--- config.mk ---
export PLATFORM = sky130hd
export DESIGN_NAME = simple_ram
export DESIGN_NICKNAME = d
export VERILOG_FILES = /design/src/rtl/simple_ram.sv
export SDC_FILE = /design/constraint.sdc
export NUM_CORES = 2
export LEC_CHECK = 0
export ABC_CLOCK_PERIOD_IN_PS = 2230
export CAP_MARGIN = 20
export CORE_ASPECT_RATIO = 0.6
export CORE_MARGIN = 4
export CORE_UTILIZATION = 50
export DETAILED_ROUTE_END_ITERATION = 8
export GPL_TIMING_DRIVEN = 0
export MAX_ROUTING_LAYER = met4
export PLACE_DENSITY_LB_ADDON = 0.08
export SETUP_SLACK_MARGIN = 0.15
export SLEW_MARGIN = 20
export SYNTH_ARGS = -nofsm -noshare
export SYNTH_HDL_FRONTEND = slang
export SYNTH_SLANG_ARGS = --single-unit
--- constraint.sdc ---
create_clock -name clk -period 2.23 [get_ports clk]
set_clock_uncertainty 0.1 [all_clocks]
set_input_delay 0.446 -clock clk [delete_from_list [all_inputs] [get_ports clk]]
set_output_delay 0.446 -clock clk [all_outputs]
set_load 0.02 [all_outputs]
--- src/rtl/simple_ram.sv ---
// simple_ram: single-port synchronous RAM with a per-word valid bit.
// Reads and writes take one clock; data_out is registered and only
// ever shows contents of words written since the last reset, so
// uninitialised storage never reaches the output.
//
// Build option: define SIMPLE_RAM_WRITE_THROUGH_EN to make write cycles
// load data_out with data_in (write-first). Without it, write cycles
// return the word's previous contents (read-first).
//
// Handshake: none. Every rising clk edge with rst_n=1 is one access;
// we=1 writes addr, we=0 reads addr, and data_out is valid one clock later.
module simple_ram #(
    parameter int DATA_W = 8,
    parameter int ADDR_W = 8
) (
    input  logic              clk,
    input  logic              rst_n,
    input  logic              we,
    input  logic [ADDR_W-1:0] addr,
    input  logic [DATA_W-1:0] data_in,
    output logic [DATA_W-1:0] data_out
);

    localparam int DEPTH = 2 ** ADDR_W;

    // Storage array is deliberately not reset; the valid bits stand in for it.
    logic [DATA_W-1:0] mem [DEPTH];
    logic [DEPTH-1:0]  valid;

    // Contents of the addressed word as seen before this edge, masked to zero
    // when the word has not been written since reset.
    logic [DATA_W-1:0] stored_word;

    // Masked read of the addressed word.
    always_comb begin
        stored_word = '0;
        if (valid[addr]) begin
            stored_word = mem[addr];
        end
    end

    // Array write; gated by rst_n so writes presented during reset are dropped.
    always_ff @(posedge clk) begin
        if (rst_n && we) begin
            mem[addr] <= data_in;
        end
    end

    // Valid bits: cleared asynchronously by reset, set by each write.
    always_ff @(posedge clk or negedge rst_n) begin
        if (!rst_n) begin
            valid <= '0;
        end else if (we) begin
            valid[addr] <= 1'b1;
        end
    end

    // Registered output: zero in reset, otherwise read data or write-cycle data.
    always_ff @(posedge clk or negedge rst_n) begin
        if (!rst_n) begin
            data_out <= '0;
        end else if (we) begin
`ifdef SIMPLE_RAM_WRITE_THROUGH_EN
            data_out <= data_in;
`else
            data_out <= stored_word;
`endif
        end else begin
            data_out <= stored_word;
        end
    end

endmodule

# After elaboration in Yosys (flattened, before gate mapping)

Memory sizes are Yosys's and may differ from the RTL's.
Index checks and enable logic that the tools add are counted.

Order comparisons: 2
Mux-type cells: 7
Bitwise logic cells: 1
Reductions and logical operators: 2

Operators by type and width:

| cell                                                                   | count |
|---|---|
| 256-bit OR                                                             | 1 |
| 8-bit by 9-bit < comparator with 1-bit output (second input constant)  | 1 |
| 1-bit binary-select mux with 8-bit select                              | 1 |
| 1-bit demux with 8-bit select                                          | 1 |
| 8-bit by 1-bit >= comparator with 1-bit output (second input constant) | 1 |
| 8-bit 2-to-1 mux                                                       | 1 |
| 1-bit 2-to-1 mux                                                       | 4 |
| 1-bit logical AND                                                      | 2 |

Register bits after elaboration: 264
Memory bits (writable): 2,048
Input port bits: 19
Output and inout bits: 8
Word-level logic and storage cells: 15
Memories kept: 1

Memories:

| name | words | bits a word | read ports | clocked after memory_dff | wr ports | RTL line | source |
|---|---|---|---|---|---|---|---|
| mem  | 256   | 8           | 1          | 0                        | 1        | 27       | `logic [DATA_W-1:0] mem [DEPTH];` |

# Longest topological paths before layout

Depth in word-level cells: 5
Gate-level depth with buffers: 11
Gate-level depth less buffers: 6

# Least setup slack after synthesis

OpenSTA, ideal clock, no wires.

Kind: input -> register
From: in addr[0]
To: mem mem[110][0], enable pin
Library setup time: 370 ps
Data arrival time: 2,565 ps
Required time: 1,760 ps
Path slack: -805 ps
Stages on the path: 11
Buffers on the path: 6
Cells stage by stage: buf_6 -> buf_6 -> buf_6 -> buf_6 -> buf_2 -> nand2b_1 -> or2_2 -> inv_1 -> nand2_1 -> clkbuf_1 -> nor2_1

RTL lines:

| element         | RTL line | source |
|---|---|---|
| start, declared | 19       | `input logic [ADDR_W-1:0] addr,` |
| end, declared   | 27       |  |

No word-level cell before the write port.

# Worst setup path after layout

From: in addr[3]
To: reg data_out[2]

Longest elaborated chain between the ends: 3
Elaborated cells on any way between the ends: 4
Classes of those cells: mux: 3; memory: 1

Ends and longest elaborated chain:

| element                                   | RTL line | source |
|---|---|---|
| 1-bit binary-select mux with 8-bit select | 37       | `if (valid[addr]) begin` |
| 1-bit 2-to-1 mux (implied by the code)    | 37       |  |
| 8-bit 2-to-1 mux (*)                      | 37       |  |
| named net stored_word[2]                  | 32       | `logic [DATA_W-1:0] stored_word;` |
| end signal, assigned                      | 66       | `data_out <= stored_word;` |
| end signal, assigned                      | 69       | `data_out <= stored_word;` |
| end, declared                             | 21       | `output logic [DATA_W-1:0] data_out` |

Mark *: on every way through the listed nets, which the timed path passes. The rest lies on a longest branch. The select of a mux whose other input is x is not followed.
A chain may end at the register's enable or synchronous reset.

==> flow_metrics.py <==
metrics = {
    "synth": {
        "synth.top_cell.area_share_pct": 69.0,
        "yosysMostFrequentCell": "edfxtp_1",
        "synth_area_leaders": "edfxtp_1 (69%), mux4_2 (15%), dfrtp_1 (7.4%)",
        "ys_ff_latch": 2312,
        "synth_edf_count": 2048,
        "synth_area_per_cell_um2": 20.9,
        "netlist_area_mm2": 0.0892,
        "synth-async-reset-ratio_pct": 11.4,
        "yosysWarningCount": 0,
        "syn-num-nets": 4289,
        "synth-seq-area-share_pct": 76.4,
        "netlist_instances": 4270,
        "synthTopCellsByCount": "edfxtp_1 (2,048), mux4_2 (576), a22oi_1 (288), nor2_1 (282), dfrtp_1 (264)",
        "yosysTopAreaCell": "edfxtp_1",
        "ys_dominant_reg_cell": "edfxtp_1",
        "ys_types": 34,
    },
    "die": {
        "start_util_pct": 50.6,
        "die_h_um": 335,
        "design.die.area_mm2": 0.185,
        "placementRows": 119,
        "coreArea_mm2": 0.176,
        "die_w_um": 553,
        "num_io_pins": 27,
    },
    "cells_and_area": {
        "nNetsFinal": 4812,
        "seq_area_mm2": 0.0681,
        "multi_input_area_mm2": 0.0236,
        "syn2layout_area_growth_pct": 22.8,
        "n_fill_cell": 12026,
        "drive_gt1_share_pct": 39.7,
    },
    "clock_network": {
        "cts.clk_slew.worst_paths_ns": 0.07,
        "cts_root_buffer": "clkbuf_16",
        "clock-sinks": 2312,
        "htreeDepth": 4,
        "cts_inserted_buffers": 210,
        "clock_latency_ns": 0.87,
        "cts_tree": "built",
        "cts_buffer_depth": 4,
    },
    "grt": {
        "grt_use_total_pct": 32.0,
        "grt_pass1_vias": 46638,
        "grt_pass1_wl_mm": 393,
        "grt_max_degree": 115,
        "met2_usage_pct": 39.5,
        "grt_use_met3_pct": 13.4,
        "grt-busiest-layer": "met1",
        "grt-ovfl-total": 0,
        "antenna_found_initial": 10,
        "grt_use_met1_pct": 49.1,
    },
    "run": {
        "drv_cap": 0,
    },
    "pwr": {
        "power.density_mw_per_mm2": 825,
        "ir_worst_vdd_mv": 0.729,
        "p_leak_nw": 36.6,
    },
    "sta": {
        "worst_slack_ns": -0.420,
        "fmax_mhz": 377,
        "fin_crit_sh_pct": 119,
        "rsz0062_at_grt": "true",
        "holdWs_ns": 0.163,
        "hold_viol": 0,
        "worst_pin_slew_ns": 1.23,
        "fin_tns_setup_ns": -12.99,
        "period_needed_ns": 2.65,
        "drv_slew": 0,
        "setup_viol": 348,
        "timing.slew.headroom_pct": 18.1,
    },
    "critical_path": {
        "crit_arrival_ns": 3.30,
        "crit_path_top_delay_cell": "a21oi_1",
        "crit_required_ns": 2.88,
        "crit_type": "input port to register",
        "crit_path_end_kind": "register",
        "start_kind": "input port",
        "worstPathCellList": "buf_4 -> nor2_4 -> buf_2 -> clkbuf_4 -> clkbuf_1 -> a22oi_1 -> a21oi_1 -> o41ai_2 -> a41oi_2",
        "worstPathMaxFanout": 10,
        "slowest_delay_ns": 0.61,
    },
    "placed_design": {
        "numPortBuffers": 25,
        "place_hpwl_mm": 187,
        "place_congestion": 0.984,
    },
    "route": {
        "wl_per_cell_um": 39.6,
        "viasPerCell": 6.68,
        "num_vias": 48865,
        "drc": 0,
        "dr.pass1.iters": 6,
        "drt_iter0_drc": 7362,
        "routed_wl_mm": 290,
        "ant_nets": 0,
    },
    "outcome": {
        "status": "complete, but fails checks",
        "violations": "negative setup slack",
    },
    "min_path": {
        "min_path_type": "input port to asynchronous set/reset pin",
    },
}
-- worst paths after layout --
| kind | from | endpoint | slack, ns | depth (start not counted) |
|---|---|---|---|---|
| min in group clk | addr[2] | valid[29] | 0.19 | 4 |
| worst max-delay path | addr[3] | data_out[2] | -0.42 | 9 |
| worst min-delay path | rst_n | valid[54] | 0.16 | 7 |
| worst max register to register | valid[105] | data_out[7] | -0.30 | 7 |
| max in group asynchronous | rst_n | valid[4] | 0.47 | 8 |
| worst min register to register | valid[2] | valid[2] | 0.35 | 1 |
-- per-layer routing --
metal  routed length (um)  part of all wire, %  vias up
met1               122000                   42    26295
met2               114000                   39     3232
met5                    0                    0        -
met3                46400                   16      408
li1                     -                    -    18930
met4                 7420                  2.6        0
-- worst max-delay path: cells and delay by family --
family | cells | cell delay (ns)
buf+inv | 4 | 1.42
simple gates | 1 | 0.18
compound gates | 4 | 1.24
-- flip-flops by register name, indices dropped and copies added, names as in the netlist --
name,flops
data_out,8
mem,2048
valid,256
-- power by group --
part           internal, mW  switching (mW)
clock                  20.2            15.9
sequential             47.5           0.240
combinational          2.44            4.05
-- metrics by stage --
step                      instance area [um2]  setup slack [ns]  std cells  util [%]  total power [mW]
after CTS                              108000            -0.364       7213      61.0              90.3
after global placement                  95000            -11.58       6654      53.9              54.3
after global routing                   110000            -0.347       7315      62.1              92.7
final                                  110000            -0.420       7317      62.1              90.4
after floorplan                         91800            -0.398       4270         -              51.3
after detailed placement                95700             -4.04       6678      54.3              54.0
-- final cells by class --
cell class,instances,area share (%)
Sequential cell,2312,62.2
Buffer,294,3.03
Clock buffer,288,5.29
Antenna cell,3,0.00686
Tap cell,2359,2.70
Timing Repair Buffer,311,4.38
Inverter,4,0.0366
Clock inverter,86,0.790
Multi-Input combinational cell,1660,21.6
-- kinds of logic after synthesis --
kind of cell / share of synthesized area, %
compound gates: 5.85
mux: 14.5
flops: 76.4
simple gates: 1.61
buf+inv: 1.62
-- cells in the final DEF (no fill, tap or decap), types with 28 or more instances in the layout --
cell type     n
clkbuf_1     89
a21oi_1      66
clkbuf_16   253
buf_16       34
dfrtp_1     261
mux4_2      576
o21bai_1     72
clkinv_1     33
edfxtp_1   2048
nor2_4      264
clkbuf_2     50
o41ai_4      28
a22oi_2     112
clkbuf_8     29
buf_8        34
buf_12      133
a21oi_2      54
a21o_1      184
a22oi_1     176
clkinv_2     32
clkbuf_4     34
buf_6        54
buf_4       132
-- timing repair --
| action | CTS | global route |
|---|---|---|
| gates cloned | 22 | 4 |
| gates resized for setup | 734 | 204 |
| hold endpoints to repair | 682 | 0 |
| hold buffers | 23 | 0 |
| pin swaps | 130 | 132 |
| endpoints found under the setup margin | 2320 | 2185 |
| setup buffers | 116 | 97 |
(Power assumes the default switching activity.)
